**src/rtl/mem_req_arbiter.sv**
```systemverilog
// Shares one SRAM-like memory port between an instruction-fetch and a data requester.
// Data has priority, a grant is held until its address handshake, and responses are routed in order.
module mem_req_arbiter #(
  parameter int MAX_OUTSTANDING = 2
) (
  input  logic        clk,
  input  logic        reset,
  // instruction-fetch side
  input  logic        inst_req,
  input  logic [31:0] inst_addr,
  output logic        inst_addr_ok,
  output logic        inst_data_ok,
  output logic [31:0] inst_rdata,
  // data side
  input  logic        data_req,
  input  logic        data_wr,
  input  logic [1:0]  data_size,
  input  logic [3:0]  data_wstrb,
  input  logic [31:0] data_addr,
  input  logic [31:0] data_wdata,
  output logic        data_addr_ok,
  output logic        data_data_ok,
  output logic [31:0] data_rdata,
  // shared memory port
  output logic        bus_req,
  output logic        bus_wr,
  output logic [1:0]  bus_size,
  output logic [3:0]  bus_wstrb,
  output logic [31:0] bus_addr,
  output logic [31:0] bus_wdata,
  input  logic        bus_addr_ok,
  input  logic        bus_data_ok,
  input  logic [31:0] bus_rdata
);

  localparam int CW = $clog2(MAX_OUTSTANDING + 1);
  localparam int PW = (MAX_OUTSTANDING > 1) ? $clog2(MAX_OUTSTANDING) : 1;

  typedef enum logic [1:0] {IDLE, HOLD_INST, HOLD_DATA} state_t;

  state_t                     r_state;
  state_t                     w_state_nxt;
  logic [MAX_OUTSTANDING-1:0] r_id_fifo;   // 0 = inst, 1 = data
  logic [PW-1:0]              r_rd_ptr;
  logic [PW-1:0]              r_wr_ptr;
  logic [CW-1:0]              r_count;

  logic w_sel_inst;
  logic w_sel_data;
  logic w_full;
  logic w_bus_req;
  logic w_handshake;
  logic w_pop;
  logic w_head_is_data;

  function automatic logic [PW-1:0] ptr_inc(input logic [PW-1:0] p);
    return (p == PW'(MAX_OUTSTANDING - 1)) ? '0 : p + 1'b1;
  endfunction

  // Full is judged on the registered count, so a same-cycle pop never frees a slot early.
  assign w_full = (r_count == CW'(MAX_OUTSTANDING));

  always_comb begin
    // NOTE: every signal driven here gets a default first so no latch is inferred.
    w_sel_inst  = 1'b0;
    w_sel_data  = 1'b0;
    w_state_nxt = r_state;
    if (!reset) begin
      case (r_state)
        IDLE: begin
          if (data_req)      w_sel_data = 1'b1;
          else if (inst_req) w_sel_inst = 1'b1;
        end
        HOLD_INST: w_sel_inst = 1'b1;
        HOLD_DATA: w_sel_data = 1'b1;
        default: ;
      endcase
    end
    w_bus_req   = ((w_sel_inst && inst_req) || (w_sel_data && data_req)) && !w_full;
    w_handshake = w_bus_req && bus_addr_ok;
    if (r_state == IDLE) begin
      if (w_bus_req && !bus_addr_ok) w_state_nxt = w_sel_data ? HOLD_DATA : HOLD_INST;
    end else if (w_handshake) begin
      w_state_nxt = IDLE;
    end
  end

  assign bus_req   = w_bus_req;
  assign bus_wr    = w_sel_data && data_wr;
  assign bus_size  = w_sel_data ? data_size  : (w_sel_inst ? 2'd2 : 2'd0);
  assign bus_wstrb = w_sel_data ? data_wstrb : 4'd0;
  assign bus_addr  = w_sel_data ? data_addr  : (w_sel_inst ? inst_addr : 32'd0);
  assign bus_wdata = w_sel_data ? data_wdata : 32'd0;

  assign inst_addr_ok = w_handshake && w_sel_inst;
  assign data_addr_ok = w_handshake && w_sel_data;

  // A response with nothing outstanding is a protocol error and is dropped.
  assign w_pop          = bus_data_ok && (r_count != '0) && !reset;
  assign w_head_is_data = r_id_fifo[r_rd_ptr];
  assign inst_data_ok   = w_pop && !w_head_is_data;
  assign data_data_ok   = w_pop && w_head_is_data;
  assign inst_rdata     = bus_rdata;
  assign data_rdata     = bus_rdata;

  // NOTE: sequential state uses non-blocking assignments; the tiny ID FIFO is reset too,
  // since responses after a mid-operation reset must see an empty FIFO.
  always_ff @(posedge clk or posedge reset) begin
    if (reset) begin
      r_state   <= IDLE;
      r_id_fifo <= '0;
      r_rd_ptr  <= '0;
      r_wr_ptr  <= '0;
      r_count   <= '0;
    end else begin
      r_state <= w_state_nxt;
      if (w_handshake) begin
        r_id_fifo[r_wr_ptr] <= w_sel_data;
        r_wr_ptr            <= ptr_inc(r_wr_ptr);
      end
      if (w_pop) r_rd_ptr <= ptr_inc(r_rd_ptr);
      case ({w_handshake, w_pop})
        2'b10:   r_count <= r_count + 1'b1;
        2'b01:   r_count <= r_count - 1'b1;
        default: ;
      endcase
    end
  end

endmodule

```
**config.mk**
```make
export PLATFORM = sky130hd
export DESIGN_NAME = mem_req_arbiter
export DESIGN_NICKNAME = d
export VERILOG_FILES = /design/src/rtl/mem_req_arbiter.sv
export SDC_FILE = /design/constraint.sdc
export NUM_CORES = 1
export LEC_CHECK = 0
export BUFFER_PORTS_ARGS = -buffer_cell sky130_fd_sc_hd__buf_4
export CAP_MARGIN = 20
export CORE_AREA = 2 2 109 111
export DETAILED_ROUTE_END_ITERATION = 16
export DIE_AREA = 0 0 111 113
export GPL_ROUTABILITY_DRIVEN = 0
export SYNTH_ARGS = -nofsm -noshare
export SYNTH_HDL_FRONTEND = slang
export SYNTH_SLANG_ARGS = --single-unit
```
**constraint.sdc**
```tcl
create_clock -name clk -period 4.9 [get_ports clk]
set_input_delay 0.245 -clock clk [delete_from_list [all_inputs] [get_ports clk]]
set_output_delay 0.245 -clock clk [all_outputs]
set_load 0.02 [all_outputs]
```
==> flow_summary.ini <==
[routing]
wl_met1_mm = 2.53
via_count = 1739
met2_length_mm = 3.64
wl_met3_um = 891
top_layer = met5
wl_mm = 7.17
viasPerCell = 3.90
drc = 0
drt_first_iter_violations = 23
routedWlPerCell_um = 16.1
firstDrtPassIters = 4
ant_nets = 0

[clocking]
cts_buffer_depth = 2
clk_pin_slew_ns = 0.04
cts_resized = 0
cts.sinks = 8
ctsHtreeMaxLevel = 1
root_buffer = clkbuf_16
cts_buffers = 3
ctsHoldBuffers = 0
cts_setup_buffers = 0
clk-insertion-delay-late_ns = 0.23
cts_tree = yes

[global_routing]
grt_pass1_wl_mm = 10.1
overflow = 0
track_usage_pct = 10.4
antenna_found_initial = 1
grt_max_degree = 48
grt_pass1_vias = 1730

[final_layout]
drive_gt1_share_pct = 64.4
n_fill_cell = 1220
area_growth_syn_to_layout_pct = 77.2
n_antenna_cell = 0
nets = 447
fin_util_pct = 23.7
multi_input_area_um2 = 781
final-seq-area_um2 = 200

[timing]
rsz0062_at_grt = false
worstMarginPinSlew_ns = 0.595
max_freq_mhz = 440
clock_skew_ns = 0.000747
drv_slew = 0
hold_viol = 0
finalCriticalPeriod_ns = 2.27
setup_viol = 0
slew_headroom_pct = 60.2
period_share_pct = 46.3
tns_ns = 0

[die]
coreArea_um2 = 11300
dieHeight_um = 113
dieArea_um2 = 12500
num_rows = 39
start_util_pct = 13.4
die_w_um = 111
io_pins = 281

[synth]
avgSynthCellArea_um2 = 8.02
synthCells = 188
yosysSeqAreaShare_pct = 13.3
yosys_warnings = 0
ys_seq_elements = 8
synth.distinct_cells = 26
syn_area_um2 = 1510
synth_nets = 330

[critical_path]
cp-end-kind = output port
path_max_fanout = 47
critPathTopFamily = buffers and inverters
worst-path-buf-inv = 3
crit_path_cell_trace = nor2_1 -> nor3_4 -> clkbuf_16 -> buf_4 -> a22o_1 -> buf_4
cp_common_cell = buf_4
critPathMaxStageDelay_ns = 0.46
cp.required_ns = 4.66
critPathKind = flop to output port
worstPathArrival_ns = 2.03
start_kind = flop
cp_slowest_cell = dfrtp_1

[power_and_ir_drop]
p_leak_nw = 1.44
p_per_area_nw_per_um2 = 365
ir_worst_vdd_mv = 0.116

[placed_design]
portBuffers = 184

[min_path]
hold_class = primary input to asynchronous set/reset pin

[run]
drv_cap = 0

[run_status]
outcome = finished clean
final timing paths:
kind	from	end	slack, ns	cells after the start
worst max-delay path	r_state[1]	bus_addr[27]	2.63	6
worst min-delay path	reset	r_state[1]	0.04	2
worst max register to register	r_state[0]	r_count[1]	3.06	5
worst min register to register	r_id_fifo[0]	r_id_fifo[0]	0.48	1
max in group asynchronous	reset	r_count[1]	4.61	2
min in group clk	bus_addr_ok	r_state[1]	0.23	2
layout make-up:
type	instances	area share (%)
inverters	4	0.562
flip-flops and latches	8	7.49
repair buffers	187	53.2
multi-input cells	101	29.2
well taps	143	6.70
clock buffers	3	2.81
cell usage in the layout, fill, tap and decap left out:
| master | instances |
|---|---|
| a2111o_1 | 1 |
| a211oi_2 | 1 |
| a21o_1 | 1 |
| a21oi_1 | 3 |
| a22o_1 | 32 |
| and2_1 | 38 |
| and3_1 | 1 |
| buf_4 | 186 |
| clkbuf_16 | 4 |
| dfrtp_1 | 8 |
| ha_1 | 1 |
| inv_1 | 4 |
| mux2_1 | 2 |
| mux2i_1 | 1 |
| nand2b_4 | 2 |
| nand3_1 | 1 |
| nor2_1 | 4 |
| nor2b_1 | 2 |
| nor3_4 | 2 |
| nor3b_1 | 1 |
| nor4_1 | 1 |
| o211ai_1 | 1 |
| o21a_1 | 1 |
| xnor2_1 | 4 |
| xor2_1 | 1 |
through the flow:
step	total power, mW	std cells	hold slack, ns	area (um2)	setup WS [ns]
after CTS	0.977	445	0.0450	2650	2.11
after global routing	1.03	446	0.0730	2670	2.50
after floorplan	0.595	188	0.0688	1510	2.94
after global placement	0.823	442	0.280	2570	2.49
final	0.974	446	0.0403	2670	2.63
after detailed placement	0.836	442	0.286	2570	2.36
Yosys cell counts:
library cell | count | area (um2)
clkbuf_1 | 9 | 33.8
a2111o_1 | 1 | 11.3
nor3b_1 | 1 | 7.51
and2_1 | 38 | 238
dfrtp_1 | 8 | 200
a21oi_1 | 3 | 15.0
ha_1 | 1 | 12.5
mux2_1 | 2 | 22.5
inv_1 | 4 | 15.0
a211oi_2 | 1 | 12.5
nand2b_4 | 2 | 27.5
xnor2_1 | 4 | 35.0
o21a_1 | 1 | 7.51
a21o_1 | 1 | 7.51
buf_2 | 2 | 10.0
nor4_1 | 1 | 6.26
mux2i_1 | 1 | 10.0
nand3_1 | 1 | 5.00
nor3_2 | 2 | 20.0
buf_4 | 64 | 480
o211ai_1 | 1 | 7.51
a22o_1 | 32 | 280
and3_1 | 1 | 6.26
nor2b_1 | 2 | 12.5
nor2_1 | 4 | 15.0
xor2_1 | 1 | 8.76
metal layers:
| metal | track usage [%] | vias up |
|---|---|---|
| met1 | 11.0 | 756 |
| li1 | - | 804 |
| met3 | 4.02 | 11 |
| met2 | 19.3 | 166 |
| met5 | 0 | - |
| met4 | 2.50 | 2 |
worst register-to-register path, delay by kind of cell (launching register included):
family | cells | cell delay, ns
AOI/OAI and AO/OA | 1 | 0.50
xor gates and xnor gates | 1 | 0.16
adders and majority gates | 1 | 0.35
DFF | 1 | 0.42
and+or+nand+nor | 2 | 0.32
registers in the layout, indices dropped and copies added, names as in the netlist:
register and flops:
r_wr_ptr 1, r_state 2, r_id_fifo 2, r_count 2, r_rd_ptr 1
where the power goes:
group / total [mW] / leakage [nW] / switching, mW / internal (mW)
combinational: 0.705 / 1.30 / 0.363 / 0.342
clock: 0.135 / 0.0370 / 0.0302 / 0.105
sequential: 0.133 / 0.0983 / 0.0353 / 0.0980
total: 0.974 / 1.44 / 0.429 / 0.545
logic make-up (layout without fill, tap and decap cells):
logic type / after synthesis / in the layout / share of synthesized area [%]
buf+inv: 79 / 194 / 35.8
fa+ha+maj: 1 / 1 / 0.830
xor+xnor: 5 / 5 / 2.90
simple gates: 52 / 52 / 22.4
compound gates: 40 / 40 / 22.7
mux: 3 / 3 / 2.16
flops: 8 / 8 / 13.3
Note: power is estimated with default switching activity, not from simulation.
